<file path="src/rtl/srio_nwr_scheduler.sv">
// rtl/srio_nwr_scheduler.sv - two-source NWRITE burst scheduler for the clk_srio domain
//
// Arbitrates between ch0 (UDP-to-SRIO stream) and ch1 (local source) at packet
// boundaries. Each packet is cut into NWRITE bursts of at most MAX_BURST_BYTES.
// Every burst is announced by a registered header. The burst's beats then flow
// through combinationally, with dat_last_out marking the end of each burst.
//
// Optional feature macro: NWR_SCHED_RR_EN
//   defined   : round-robin arbitration between the two channels
//   undefined : strict priority, ch0 wins; no priority pointer is built
//
// Ports:
//   clk_srio, reset_srio_n        clock, asynchronous active-low reset
//   chN_data_in/keep_in           source beat payload and byte enables (N = 0, 1)
//   chN_valid_in/ready_out        source beat handshake
//   chN_first_in/last_in          packet delimiters
//   chN_length_in                 packet byte count, sampled with the first beat
//   chN_base_addr_in              target address of the packet's first byte
//   hdr_valid_out/hdr_ready_in    burst header handshake
//   hdr_addr_out/size_out/ch_out  burst start address, byte count, channel
//   dat_data_out/keep_out         burst payload (pass-through of granted channel)
//   dat_valid_out/ready_in        burst data handshake
//   dat_last_out                  last beat of the current burst
//   len_err_out                   sticky length/last mismatch, cleared by reset only
module srio_nwr_scheduler #(
  parameter int DATA_WIDTH      = 64,
  parameter int ADDR_WIDTH      = 34,
  parameter int MAX_BURST_BYTES = 256
) (
  input  logic                    clk_srio,
  input  logic                    reset_srio_n,
  input  logic [DATA_WIDTH-1:0]   ch0_data_in,
  input  logic                    ch0_valid_in,
  input  logic                    ch0_first_in,
  input  logic                    ch0_last_in,
  input  logic [DATA_WIDTH/8-1:0] ch0_keep_in,
  input  logic [15:0]             ch0_length_in,
  input  logic [ADDR_WIDTH-1:0]   ch0_base_addr_in,
  output logic                    ch0_ready_out,
  input  logic [DATA_WIDTH-1:0]   ch1_data_in,
  input  logic                    ch1_valid_in,
  input  logic                    ch1_first_in,
  input  logic                    ch1_last_in,
  input  logic [DATA_WIDTH/8-1:0] ch1_keep_in,
  input  logic [15:0]             ch1_length_in,
  input  logic [ADDR_WIDTH-1:0]   ch1_base_addr_in,
  output logic                    ch1_ready_out,
  output logic                    hdr_valid_out,
  input  logic                    hdr_ready_in,
  output logic [ADDR_WIDTH-1:0]   hdr_addr_out,
  output logic [8:0]              hdr_size_out,
  output logic                    hdr_ch_out,
  output logic [DATA_WIDTH-1:0]   dat_data_out,
  output logic                    dat_valid_out,
  output logic [DATA_WIDTH/8-1:0] dat_keep_out,
  output logic                    dat_last_out,
  input  logic                    dat_ready_in,
  output logic                    len_err_out
);

  localparam int KEEP_W    = DATA_WIDTH / 8;
  localparam int MAX_BEATS = MAX_BURST_BYTES / KEEP_W;
  localparam int CNT_W     = $clog2(MAX_BEATS + 1);
  localparam logic [15:0] MAX_BYTES_16 = 16'(MAX_BURST_BYTES);

  typedef enum logic [1:0] {IDLE, HDR, DATA, DRAIN} state_t;

  state_t                state_q, state_d;
  logic                  gnt_q, gnt_d;
  logic [15:0]           remain_q, remain_d;
  logic [ADDR_WIDTH-1:0] addr_q, addr_d;
  logic [8:0]            size_q, size_d;
  logic [CNT_W-1:0]      beat_cnt_q, beat_cnt_d;
  logic                  len_err_q, len_err_d;

  // Bytes of the next burst: whatever is left, capped at one NWRITE payload.
  function automatic logic [8:0] burst_size(input logic [15:0] bytes);
    if (bytes > MAX_BYTES_16) burst_size = 9'(MAX_BURST_BYTES);
    else                      burst_size = bytes[8:0];
  endfunction

  // Granted-channel view, used by DATA and DRAIN.
  logic                  g_valid, g_last;
  logic [DATA_WIDTH-1:0] g_data;
  logic [KEEP_W-1:0]     g_keep;

  assign g_valid = gnt_q ? ch1_valid_in : ch0_valid_in;
  assign g_last  = gnt_q ? ch1_last_in  : ch0_last_in;
  assign g_data  = gnt_q ? ch1_data_in  : ch0_data_in;
  assign g_keep  = gnt_q ? ch1_keep_in  : ch0_keep_in;

  // Arbitration between packet-start requests.
  logic                  req0, req1, pick1;
  logic [15:0]           sel_len;
  logic [ADDR_WIDTH-1:0] sel_addr;

  assign req0 = ch0_valid_in && ch0_first_in;
  assign req1 = ch1_valid_in && ch1_first_in;

`ifdef NWR_SCHED_RR_EN
  // prio_q names the channel that wins a tie; it toggles once per finished packet.
  logic prio_q, prio_d;
  assign pick1 = req1 && (!req0 || prio_q);
`else
  assign pick1 = req1 && !req0;
`endif

  assign sel_len  = pick1 ? ch1_length_in    : ch0_length_in;
  assign sel_addr = pick1 ? ch1_base_addr_in : ch0_base_addr_in;

  // Index of the final beat of the current burst: ceil(size/KEEP_W) - 1.
  logic [15:0]      burst_beats;
  logic [CNT_W-1:0] last_idx;
  logic [15:0]      remain_after;
  logic             beat_fire, at_burst_end;

  assign burst_beats  = (16'(size_q) + 16'(KEEP_W - 1)) / 16'(KEEP_W);
  assign last_idx     = CNT_W'(burst_beats - 16'd1);
  assign remain_after = remain_q - 16'(size_q);
  assign beat_fire    = (state_q == DATA) && g_valid && dat_ready_in;
  assign at_burst_end = (beat_cnt_q == last_idx);

  // Header fields come straight from registers, so they hold while stalled.
  assign hdr_addr_out = addr_q;
  assign hdr_size_out = size_q;
  assign hdr_ch_out   = gnt_q;
  assign len_err_out  = len_err_q;

  always_ff @(posedge clk_srio or negedge reset_srio_n) begin
    if (!reset_srio_n) begin
      state_q    <= IDLE;
      gnt_q      <= 1'b0;
      remain_q   <= '0;
      addr_q     <= '0;
      size_q     <= '0;
      beat_cnt_q <= '0;
      len_err_q  <= 1'b0;
`ifdef NWR_SCHED_RR_EN
      prio_q     <= 1'b0;
`endif
    end else begin
      state_q    <= state_d;
      gnt_q      <= gnt_d;
      remain_q   <= remain_d;
      addr_q     <= addr_d;
      size_q     <= size_d;
      beat_cnt_q <= beat_cnt_d;
      len_err_q  <= len_err_d;
`ifdef NWR_SCHED_RR_EN
      prio_q     <= prio_d;
`endif
    end
  end

  always_comb begin
    state_d       = state_q;
    gnt_d         = gnt_q;
    remain_d      = remain_q;
    addr_d        = addr_q;
    size_d        = size_q;
    beat_cnt_d    = beat_cnt_q;
    len_err_d     = len_err_q;
    hdr_valid_out = 1'b0;
    dat_valid_out = 1'b0;
    dat_last_out  = 1'b0;
    dat_data_out  = '0;
    dat_keep_out  = '0;
    ch0_ready_out = 1'b0;
    ch1_ready_out = 1'b0;

    case (state_q)
      IDLE: begin
        // The request beat itself is not consumed here; it flows in DATA.
        if (req0 || req1) begin
          gnt_d    = pick1;
          remain_d = sel_len;
          addr_d   = sel_addr;
          if (sel_len == 16'd0) begin
            len_err_d = 1'b1;
            state_d   = DRAIN;
          end else begin
            size_d  = burst_size(sel_len);
            state_d = HDR;
          end
        end
      end

      HDR: begin
        hdr_valid_out = 1'b1;
        if (hdr_ready_in) begin
          beat_cnt_d = '0;
          state_d    = DATA;
        end
      end

      DATA: begin
        dat_valid_out = g_valid;
        dat_data_out  = g_data;
        dat_keep_out  = g_keep;
        dat_last_out  = g_valid && (at_burst_end || g_last);
        ch0_ready_out = !gnt_q && dat_ready_in;
        ch1_ready_out =  gnt_q && dat_ready_in;
        if (beat_fire) begin
          if (at_burst_end) begin
            remain_d = remain_after;
            addr_d   = addr_q + ADDR_WIDTH'(size_q);
            if (remain_after == 16'd0) begin
              if (g_last) begin
                state_d = IDLE;
              end else begin
                // Length exhausted but the source keeps going: swallow the rest.
                len_err_d = 1'b1;
                state_d   = DRAIN;
              end
            end else if (g_last) begin
              // Source ended on a burst boundary short of its declared length.
              len_err_d = 1'b1;
              state_d   = IDLE;
            end else begin
              size_d  = burst_size(remain_after);
              state_d = HDR;
            end
          end else if (g_last) begin
            len_err_d = 1'b1;
            state_d   = IDLE;
          end else begin
            beat_cnt_d = beat_cnt_q + CNT_W'(1);
          end
        end
      end

      DRAIN: begin
        ch0_ready_out = !gnt_q;
        ch1_ready_out =  gnt_q;
        if (g_valid && g_last) state_d = IDLE;
      end

      default: state_d = IDLE;
    endcase

`ifdef NWR_SCHED_RR_EN
    prio_d = prio_q ^ ((state_d == IDLE) && ((state_q == DATA) || (state_q == DRAIN)));
`endif
  end

endmodule

</file>
<file path="config.mk">
export PLATFORM = sky130hd
export DESIGN_NAME = srio_nwr_scheduler
export DESIGN_NICKNAME = d
export VERILOG_FILES = /design/src/rtl/srio_nwr_scheduler.sv
export SDC_FILE = /design/constraint.sdc
export NUM_CORES = 1
export LEC_CHECK = 0
export CORE_AREA = 2 2 146 148
export CTS_CLUSTER_DIAMETER = 200
export DETAILED_ROUTE_END_ITERATION = 10
export DIE_AREA = 0 0 148 150
export PLACE_DENSITY = 0.71
export SYNTH_ARGS = -nofsm -noshare
export SYNTH_HDL_FRONTEND = slang
export SYNTH_SLANG_ARGS = --single-unit
export TNS_END_PERCENT = 5
</file>
<file path="constraint.sdc">
create_clock -name clk_srio -period 9.9 [get_ports clk_srio]
set_input_delay 0.99 -clock clk_srio [delete_from_list [all_inputs] [get_ports clk_srio]]
set_output_delay 0.99 -clock clk_srio [all_outputs]
set_load 0.05 [all_outputs]
</file>
=== Word-level counts from Yosys, hierarchy flattened ===
Cells that the tools add are included.

* Reductions and logical operators: 24
* $lt $le $gt $ge: 2
* Muxes and demuxes: 54
* Equal/unequal tests: 16
* $add $sub $neg: 5

{| class="wikitable"
|+ Operators by type and width
! cell !! number
|-
| 34-bit two-way mux || 4
|-
| 64-bit two-way mux || 2
|-
| 9-bit two-way mux || 8
|-
| 34-bit case mux with 2 select lines || 1
|-
| 16-bit two-way mux || 4
|-
| 34-bit by 9-bit adder with 34-bit output || 1
|-
| 16-bit by 9-bit > comparator with 1-bit output, second input constant || 2
|-
| 16-bit zero test || 2
|-
| 16-bit case mux with 2 select lines || 1
|-
| 6-bit two-way mux || 4
|-
| 2-bit != test, second input constant || 10
|-
| 2-bit two-way mux || 9
|-
| 9-bit case mux with 2 select lines || 1
|-
| 8-bit two-way mux || 2
|-
| 16-bit by 9-bit subtractor with 16-bit output || 1
|-
| 5-bit AND reduction || 3
|-
| 1-bit two-way mux || 13
|-
| 6-bit case mux with 2 select lines || 1
|-
| 9-bit by 3-bit adder with 9-bit output, second input constant || 1
|-
| 1-bit logical AND || 9
|-
| 2-bit case mux with 4 select lines || 1
|-
| 7-bit AND reduction || 1
|-
| 6-bit by 1-bit adder with 6-bit output, second input constant || 1
|-
| 6-bit equality test || 1
|-
| 12 further kinds || 18
|}

* Word-level logic and storage cells: 108
* Output and inout bits: 122
* Bits in registers: 69
* Input bits: 254

=== Depth between registers and ports, before layout ===
Gate-level depths: netlist of run 1.

* Word-level depth: 9
* Mapped depth: 15
* Depth with buffers taken out: 12

=== Worst setup path before layout of run 1 ===
No wires, ideal clock.

* Kind: register -> output
* From: reg size_q[1], in the netlist hdr_size_out[1]
* To: out dat_last_out
* Buffers on the path: 0
* Data required time: 8,910 ps
* Arrival time: 3,757 ps
* Slack: 5,153 ps
* Cell stages (with the launch flop): 12
* Cells stage by stage: dfrtp_1 nor3_2 nand2b_1 xnor2_1 ha_1 xnor2_1 xnor2_1 or3_1 a211oi_1 nor2b_1 nor2_1 nor3_1

* Longest elaborated chain between the ends: 6

{| class="wikitable"
|+ RTL lines
! what !! line !! text
|-
| start, declared || 72 || <nowiki>logic [8:0] size_q, size_d;</nowiki>
|-
| start signal, assigned || 146 || <nowiki>size_q <= size_d;</nowiki>
|-
| 9-bit by 3-bit adder with 9-bit output || 117 || <nowiki>assign burst_beats = (16'(size_q) + 16'(KEEP_W - 1)) / 16'(KEEP_W);</nowiki>
|-
| 6-bit by 1-bit subtractor with 6-bit output || 118 || <nowiki>assign last_idx = CNT_W'(burst_beats - 16'd1);</nowiki>
|-
| 6-bit equality test || 121 || <nowiki>assign at_burst_end = (beat_cnt_q == last_idx);</nowiki>
|-
| 1-bit logical OR || 200 || <nowiki>dat_last_out = g_valid && (at_burst_end || g_last);</nowiki>
|-
| 1-bit logical AND || 200 ||
|-
| 1-bit two-way mux || 171 || <nowiki>case (state_q)</nowiki>
|-
| end, declared || 56 || <nowiki>output logic dat_last_out,</nowiki>
|}

No other way between the ends.

=== Worst setup path after layout of run 1 ===
Ends and elaborated chain as after synthesis.

==> impl_metrics.tcl, run 1 <==
set metrics [dict create \
    status "finished, final reports clean" \
    startpoint "hdr_size_out[1]" \
    r2r-end "remain_q[10]" \
    dpl_cell_area_sq_mm 0.01079 \
    r2r-start "hdr_size_out[1]" \
    period_minus_slack_ns 5.154 \
    post_cts_resized 0 \
    synth_top_flop_cell "dfrtp_1" \
    hold_path_depth 2 \
    drtIter0Drc 473 \
    worstRegToRegCells 13 \
    rsz0062_at_grt "false" \
    yosysSeqAreaShare_pct 25.12 \
    grt_max_degree 75 \
    yosysWarnings 0 \
    fp-row-count 53 \
    totalNegativeSetupSlack_ns 0 \
    ctsHoldBuffers 0 \
    clockRootBuffer "clkbuf_16" \
    die_h_microns 150 \
    synth-seq-cells 69 \
    drc 0 \
    p_per_area_mw_per_mm2 338.7 \
    instances_no_fill 1531 \
    worstPathRequired_ns 8.91 \
    htree_levels 3 \
    power_mw 3.782 \
    timing.max_cap.violations 0 \
    ys_types 77 \
    fin_area_sq_mm 0.01117 \
    drive_gt1_share_pct 4.618 \
    synth_area_sq_mm 0.006874 \
    finalSetupViolations 0 \
    max_freq_mhz 194.0 \
    avgSynthCellArea_sq_um 7.504 \
    cts_tree "yes" \
    hp-class "reg2reg" \
    area_growth_pct 62.45 \
    start_util_pct 33.22 \
    worst_slack_ns 4.746 \
    ir_drop_mv 0.1837 \
    postLayoutCoreUtil_pct 53.97 \
    worstSetupStartpointType "register" \
    routedWlPerCell_microns 17.89 \
    finalNetCount 1527 \
    routed_wl_microns 27400 \
    critPathKind "reg2out" \
    clk_path_buf_depth 2 \
    whs_ns 0.4856 \
    core_area_sq_mm 0.02069 \
    grt_usage_pct 23.28 \
    synth_edf_count 0 \
    antenna_found_initial 0 \
    skew_ns 0.009699 \
    grt_pass1_wl_microns 41210 \
    grt_pass1_vias 7567 \
    syn_nets 1192 \
    diodes 0 \
    worst_pin_slew_ns 1.141 \
    clk_pin_slew_ns 0.05 \
    fin_crit_sh_pct 52.06 \
    power_leakage_nw 4.659 \
    die_w_microns 148 \
    slew_viol_final 0 \
    clk_latency_ns 0.34 \
    hold_viol_final 0 \
    die_area_sq_mm 0.02220 \
    postRouteAntennaNets 0 \
    place.gp.congestion 0.8658 \
    placed_cells 1515 \
    pre_cts_slack_ns 5.105 \
    hold_end "remain_q[8]" \
    end_kind "output port" \
    ios 376 \
    synthCells 916 \
    numCtsBuffers 9 \
    relSlewSlack_pct 23.91 \
    io_buffers 375 \
    crit_fanout 8 \
    ys_async_sr_fraction_pct 100.0 \
    cts_setup_buffers 0 \
    vias 8026 \
    r2r_slack_ns 5.72 \
    grt-ovfl-total 0 \
    min_from "remain_q[8]" \
    cts.sinks 69 \
    dr.pass1.iters 5 \
    arrival_ns 4.16 \
    hpwl_microns 21200 \
    vias_per_cell 5.242 \
]
## placed cells by master, fill, tap and decap left out, drive strengths merged, types with 4 or more instances in the layout
| master | synthesis | layout |
|---|---|---|
| and3 | 14 | 14 |
| nor3 | 17 | 17 |
| nand4 | 4 | 4 |
| inv | 28 | 28 |
| buf | 15 | 8 |
| nor2b | 5 | 5 |
| nand2 | 137 | 137 |
| dfrtp | 69 | 69 |
| o22ai | 4 | 4 |
| o31ai | 9 | 9 |
| a2bb2oi | 4 | 4 |
| nand3 | 44 | 44 |
| o211ai | 6 | 6 |
| mux2i | 99 | 99 |
| o32a | 6 | 6 |
| o22a | 4 | 4 |
| clkdlybuf4s50 | 0 | 374 |
| nor4 | 8 | 8 |
| ha | 20 | 20 |
| nor2 | 119 | 119 |
| nand2b | 8 | 8 |
| or3 | 6 | 6 |
| xnor2 | 18 | 18 |
| mux2 | 9 | 9 |
| bufinv | 0 | 4 |
| xor2 | 8 | 8 |
| o21a | 6 | 6 |
| a21oi | 82 | 82 |
| a21o | 8 | 8 |
| a31oi | 9 | 9 |
| clkbuf | 42 | 10 |
| o21ai | 57 | 57 |
## sequential cells by signal (all words and copies together), names as in the netlist
register and cells:
remain_q 16, len_err_out 1, hdr_ch_out 1, state_q 2, hdr_addr_out 34, hdr_size_out 9, beat_cnt_q 6
## worst max path at each step
stage                    to  slack [ns]  depth (start not counted)
6_report       dat_last_out        4.75                         12
2_1_floorplan  dat_last_out        5.15                         11
5_1_grt        dat_last_out        4.45                         12
3_5_place_dp   dat_last_out        5.11                         12
4_1_cts        dat_last_out        4.74                         12
3_3_place_gp   dat_last_out        5.24                         12
## cell usage after synthesis (9+ instances only)
master,instances,area (sq um)
inv_1,28,105.1
nand2_1,137,514.2
o21ai_0,53,265.3
and3_1,14,87.58
nor2_1,118,442.9
a21oi_1,80,400.4
mux2i_1,99,991.0
nand3_1,44,220.2
xnor2_1,18,157.7
clkbuf_1,41,153.9
a31oi_1,9,56.30
buf_1,11,41.29
ha_1,20,250.2
nor3_1,15,75.07
dfrtp_1,69,1727
## metal layers
layer	share of wire [%]	vias to the layer above	wire [microns]	track usage (%)
met3	8.0	29	2188	5.366
li1	-	3943	-	-
met2	50	325	13720	40.72
met1	41	3729	11120	29.02
met5	0	-	0	0
met4	1.3	0	369	5.714
## worst max-delay path, cell delays in order, from the launching register on
cell	delay, ns
dfrtp_1	0.46
nor3_2	0.51
nand2b_1	0.21
xnor2_1	0.13
ha_1	0.22
xnor2_1	0.15
xnor2_1	0.10
or3_1	0.36
a211oi_1	0.32
nor2b_1	0.29
nor2_1	0.11
nor3_1	0.14
clkdlybuf4s50_1	0.84
## kinds of logic after synthesis
family / after synthesis / share of synthesized area [%]
flip-flops: 69 / 25.12
AND/OR/NAND/NOR: 378 / 24.88
AO/OA/AOI/OAI: 227 / 21.08
XOR/XNOR: 26 / 3.313
buffers and inverters: 86 / 5.278
multiplexers: 108 / 16.11
adder cells (fa/ha/maj): 22 / 4.223
## area by class of cell
class | count | area [sq um]
clock buffers | 10 | 239.0
clock inverters | 6 | 133.9
fillers | 1975 | 9523
inverters | 28 | 105.1
multi-input cells | 761 | 4813
flip-flops and latches | 69 | 1730
well taps | 275 | 344.1
repair buffers | 382 | 3801
## where the power goes
group | internal [mW] | total (mW) | switching [mW] | leakage (nW)
Combinational | 1.01 | 2.80 | 1.79 | 3.64
Sequential | 0.407 | 0.574 | 0.167 | 0.834
Clock | 0.279 | 0.410 | 0.132 | 0.183
Power figures use the tool's default switching activity.
==> run 2, diff against run 1 <==
- CORE_AREA: 2 2 146 148 -> 2 2 147 149
- DIE_AREA: 0 0 148 150 -> 0 0 149 151
- PLACE_DENSITY: 0.71 -> 0.7
- clock period: 9.9 -> 4.9 ns (I/O delays scaled with it)
==> run 2 against run 1 <==
Against the previous run: sequential share of layout area barely moved; via count about the same; clock-buffer cell count up 1; flip-flop and latch count unchanged; setup slack worse by 4.1 ns; clock skew fell by 0.0026 ns; routed wire length increased by 4.0%; largest cell class unchanged.
==> impl_metrics.tcl, run 2 (same netlist as run 1, synthesis figures left out) <==
set metrics [dict create \
    numCtsBuffers 9 \
    grt_pass1_vias 7846 \
    end_kind "output port" \
    drive_gt1_share_pct 4.762 \
    max_stage_delay_ns 0.49 \
    critical_path.top_delay_family "simple AND/OR/NAND/NOR gates" \
    crit_buf_inv 1 \
    hold_viol_final 0 \
    clk_latency_ns 0.35 \
    layout_common_cells "clkdlybuf4s50_1 (373), nand2_1 (136), nor2_1 (118)" \
    max_freq_mhz 236.7 \
    finalSetupViolations 0 \
    routedWlPerCell_microns 18.56 \
    totalNegativeSetupSlack_ns 0 \
    die_h_microns 151 \
    cts_tree "yes" \
    place.gp.congestion 0.9101 \
    antenna_found_initial 0 \
    slew_viol_final 0 \
    cp_slowest_cell "nor3_2" \
    grt_max_degree 82 \
    fillers 2043 \
    clockRootBuffer "clkbuf_16" \
    relSlewSlack_pct 35.05 \
    die_area_sq_mm 0.02250 \
    hp-class "in2async" \
    critPathKind "reg2out" \
    arrival_ns 3.74 \
    skew_ns 0.007139 \
    finalNetCount 1531 \
    worstPathRequired_ns 4.41 \
    clk_path_buf_depth 2 \
    ir_drop_mv 0.3028 \
    clk_pin_slew_ns 0.06 \
    drtIter0Drc 478 \
    fp-row-count 53 \
    vias 8022 \
    crit_fanout 8 \
    crit_top_cell "xnor2_1" \
    status "finished, final reports clean" \
    start_util_pct 33.01 \
    diodes 0 \
    worst_slack_ns 0.6749 \
    postRouteAntennaNets 0 \
    p_per_area_mw_per_mm2 680.5 \
    vias_per_cell 5.226 \
    grt_usage_pct 24.54 \
    pre_cts_slack_ns 0.6376 \
    path_cells "nor3_2 > nand2b_1 > xnor2_1 > ha_1 > xnor2_1 > xnor2_1 > or3_1 > a211oi_1 > nor2b_1 > nor2_1 > nor3_1 > dlymetal6s2s_1" \
    ios 376 \
    fin_crit_sh_pct 86.23 \
    power_leakage_nw 4.668 \
    final_common_cell "clkdlybuf4s50_1" \
    post_cts_resized 0 \
    dr.pass1.iters 5 \
    cts_setup_buffers 0 \
    period_minus_slack_ns 4.225 \
    io_buffers 375 \
    routed_wl_microns 28490 \
    ctsHoldBuffers 0 \
    grt_pass1_wl_microns 43140 \
    hpwl_microns 22450 \
    die_w_microns 149 \
    grt-ovfl-total 0 \
    timing.max_cap.violations 0 \
    core_area_sq_mm 0.02082 \
    area_growth_pct 62.16 \
    htree_levels 3 \
    drc 0 \
    largest_register_ffs 34 \
    cts.sinks 69 \
    worst_pin_slew_ns 0.9742 \
    worstSetupStartpointType "register" \
    rsz0062_at_grt "false" \
]
run 2: cell types whose count changed in the layout (fill, tap and decap cells not counted), sizes merged:
| cell | previous run | this run |
|---|---|---|
| clkdlybuf4s50 | 374 | 373 |
| clkbuf | 10 | 11 |
| buf | 8 | 12 |
| clkinv | 2 | 3 |
| bufinv | 4 | 2 |
| dlymetal6s2s | 0 | 1 |
run 2: final timing paths:
path / from / end / slack [ns] / cells past startpoint
min: reset_srio_n / hdr_addr_out[5] / 0.19 / 1
max in group asynchronous: reset_srio_n / remain_q[4] / 3.68 / 2
min reg2reg: remain_q[2] / remain_q[2] / 0.49 / 2
max: hdr_size_out[1] / dat_last_out / 0.67 / 12
min in group clk_srio: remain_q[2] / remain_q[2] / 0.49 / 2
max reg2reg: hdr_size_out[6] / hdr_size_out[7] / 1.01 / 10
run 2: per-stage QoR:
stage	util [%]	total power, mW	hold WS [ns]	cell area [sq um]	instances
final	53.53	7.585	0.1874	11150	1535
after global routing	53.53	8.073	0.2440	11150	1535
after CTS	53.52	7.603	0.2230	11140	1535
after detailed placement	52.04	6.863	0.4771	10840	1519
after global placement	52.04	6.809	0.4675	10840	1519
after floorplan	-	5.089	0.1944	6874	916
run 2: final cells by class:
| type | count | area, sq um | area share [%] |
|---|---|---|---|
| sequential | 69 | 1730 | 15.52 |
| tap | 275 | 344.1 | 3.087 |
| clock inverter | 5 | 75.07 | 0.6735 |
| multi-input combinational | 761 | 4813 | 43.18 |
| inverter | 28 | 105.1 | 0.9429 |
| timing repair buffer | 386 | 3846 | 34.50 |
| clock buffer | 11 | 232.7 | 2.088 |
run 2: metal layers:
layer,GRT usage (%),wire length [microns],vias to the layer above
li1,-,-,3961
met1,30.81,11820,3700
met2,41.68,13690,324
met3,5.301,2152,37
met4,8.667,828,0
met5,0,0,-
run 2: where the power goes:
| group | switching [mW] | total, mW | internal [mW] |
|---|---|---|---|
| combinational | 3.57 | 5.63 | 2.06 |
| clock | 0.263 | 0.706 | 0.443 |
| sequential | 0.426 | 1.25 | 0.820 |
==> run 3, diff against run 2 <==
- ABC_AREA: unset -> 1
- CORE_AREA: 2 2 147 149 -> 2 2 145 147
- DIE_AREA: 0 0 149 151 -> 0 0 147 149
- PLACE_DENSITY: 0.7 -> 0.75
==> run 3 against run 2 <==
Against the previous run: die area is 2.6% lower; first-iteration DRC count is 51% higher; global-route usage is 3.5 points higher; critical endpoint unchanged; largest cell class unchanged.
==> impl_metrics.tcl, run 3 <==
set metrics [dict create \
    status "finished, final reports clean" \
    ys_types 43 \
    ir_drop_mv 0.3069 \
    clk_path_buf_depth 2 \
    end_kind "output port" \
    htree_levels 3 \
    syn_nets 1595 \
    die_h_microns 149 \
    timing.max_cap.violations 0 \
    crit_fanout 8 \
    synth_top_flop_cell "dfrtp_1" \
    netlist.area_leader.share_pct 25.99 \
    synth-compound-area-share_pct 17.53 \
    io_buffers 375 \
    yosysWarnings 0 \
    clk_pin_slew_ns 0.06 \
    synth-seq-cells 69 \
    grt-ovfl-total 0 \
    dr.pass1.iters 6 \
    fp-row-count 53 \
    synth_top_cells_by_count "nand2_1 (516), nor2_1 (121), o21ai_0 (116)" \
    totalNegativeSetupSlack_ns 0 \
    synth.most_common_cell "nand2_1" \
    slew_viol_final 0 \
    synth_top_family_by_area "simple AND/OR/NAND/NOR gates" \
    clockRootBuffer "clkbuf_16" \
    worst_pin_slew_ns 0.9770 \
    hp-class "in2async" \
    synth_mux_area_share_pct 0 \
    skew_ns 0.007939 \
    synthSimpleGateAreaFrac_pct 43.46 \
    synth_xor_area_share_pct 2.585 \
    drive_gt1_share_pct 3.858 \
    grt_usage_pct 27.99 \
    rsz0062_at_grt "false" \
    diodes 0 \
    grt_max_degree 99 \
    numCtsBuffers 9 \
    r2r-start "hdr_size_out[1]" \
    ctsHoldBuffers 0 \
    hold_viol_final 0 \
    vias 9784 \
    vias_per_cell 5.059 \
    arrival_ns 3.41 \
    largest_register_ffs 34 \
    die_w_microns 147 \
    p_per_area_mw_per_mm2 595.8 \
    final_common_cell "nand2_1" \
    postRouteAntennaNets 0 \
    critPathKind "reg2out" \
    core_area_sq_mm 0.02056 \
    yosysSeqAreaShare_pct 23.17 \
    cts_tree "yes" \
    period_minus_slack_ns 3.897 \
    pre_cts_slack_ns 1.412 \
    avgSynthCellArea_sq_um 5.651 \
    finalSetupViolations 0 \
    ys_async_sr_fraction_pct 100.0 \
    synthCells 1319 \
    grt_pass1_vias 9270 \
    die_area_sq_mm 0.02190 \
    drtIter0Drc 721 \
    worstPathRequired_ns 4.41 \
    r2r-end "remain_q[11]" \
    layout_common_cells "nand2_1 (516), clkdlybuf4s50_1 (374), nor2_1 (120)" \
    ios 376 \
    synthAdderAreaFrac_pct 3.895 \
    cts_setup_buffers 0 \
    max_freq_mhz 256.6 \
    relSlewSlack_pct 34.87 \
    finalNetCount 1930 \
    synth_area_leader_cell "nand2_1" \
    synth_edf_count 0 \
    worstSetupStartpointType "register" \
    worst_slack_ns 1.003 \
    routedWlPerCell_microns 16.24 \
    clk_latency_ns 0.35 \
    r2r_slack_ns 1.53 \
    cts.sinks 69 \
    yosys-top-cells-area "nand2_1 (26%), dfrtp_1 (23%), o21ai_0 (7.8%)" \
    hpwl_microns 24690 \
    antenna_found_initial 0 \
    fin_crit_sh_pct 79.54 \
    power_leakage_nw 5.248 \
    post_cts_resized 0 \
    grt_pass1_wl_microns 48960 \
    routed_wl_microns 31420 \
    start_util_pct 36.26 \
    drc 0 \
    synth_area_sq_mm 0.007453 \
    worstRegToRegCells 15 \
    area_growth_pct 56.15 \
    place.gp.congestion 0.9765 \
]
-- run 3: stage by stage --
step	area, sq um	utilization, %	power, mW	std cells	hold WS [ns]
5_1_grt	11640	56.62	7.463	1934	0.4561
4_1_cts	11640	56.62	6.916	1934	0.4123
6_report	11640	56.62	6.935	1934	0.3310
3_3_place_gp	11350	55.23	6.187	1918	0.4712
3_5_place_dp	11350	55.23	6.233	1918	0.4722
2_1_floorplan	7453	-	4.621	1319	0.1944
-- run 3: critical path, stage by stage, from the launching register on --
cell             delay [ns]
dfrtp_1                0.46
nor2_2                 0.21
nand2_4                0.12
nand2_2                0.09
nand2_1                0.12
ha_1                   0.33
xnor2_1                0.13
a21oi_1                0.15
nand3_1                0.10
nor2_1                 0.13
nand3_2                0.16
a21boi_0               0.22
clkdlybuf4s50_1        0.83
-- run 3: how the worst max path moves through the flow --
stage,startpoint,to,cells past startpoint
finish,hdr_size_out[1],dat_last_out,12
global route,hdr_size_out[1],dat_last_out,12
CTS,hdr_size_out[1],dat_last_out,12
detailed placement,hdr_size_out[1],dat_last_out,12
global placement,hdr_size_out[1],dat_last_out,12
floorplan,hdr_size_out[2],dat_last_out,12
-- run 3: final cells by class --
class | instances | area, sq um
multi-input combinational | 1075 | 5036
clock inverter | 5 | 52.55
tap | 275 | 344.1
timing repair buffer | 382 | 3801
clock buffer | 11 | 232.7
fill | 2039 | 8919
sequential | 69 | 1728
inverter | 117 | 444.2
-- run 3: kinds of logic after synthesis --
group	after synthesis
buf+inv	175
flops	69
simple gates	782
xor+xnor	22
fa+ha+maj	22
compound gates	249
-- run 3: routing by layer --
metal	routed length (microns)	global-route usage, %	vias to the layer above
met3	1943	4.312	57
met2	14920	46.97	384
met1	13200	36.03	4431
met5	0	0	-
met4	1353	11.92	0
li1	-	-	4912
-- run 3: report_power, final --
part	switching [mW]	internal (mW)	total [mW]
sequential	0.281	0.806	1.09
combinational	3.57	1.62	5.19
clock	0.268	0.392	0.660
total	4.12	2.82	6.93
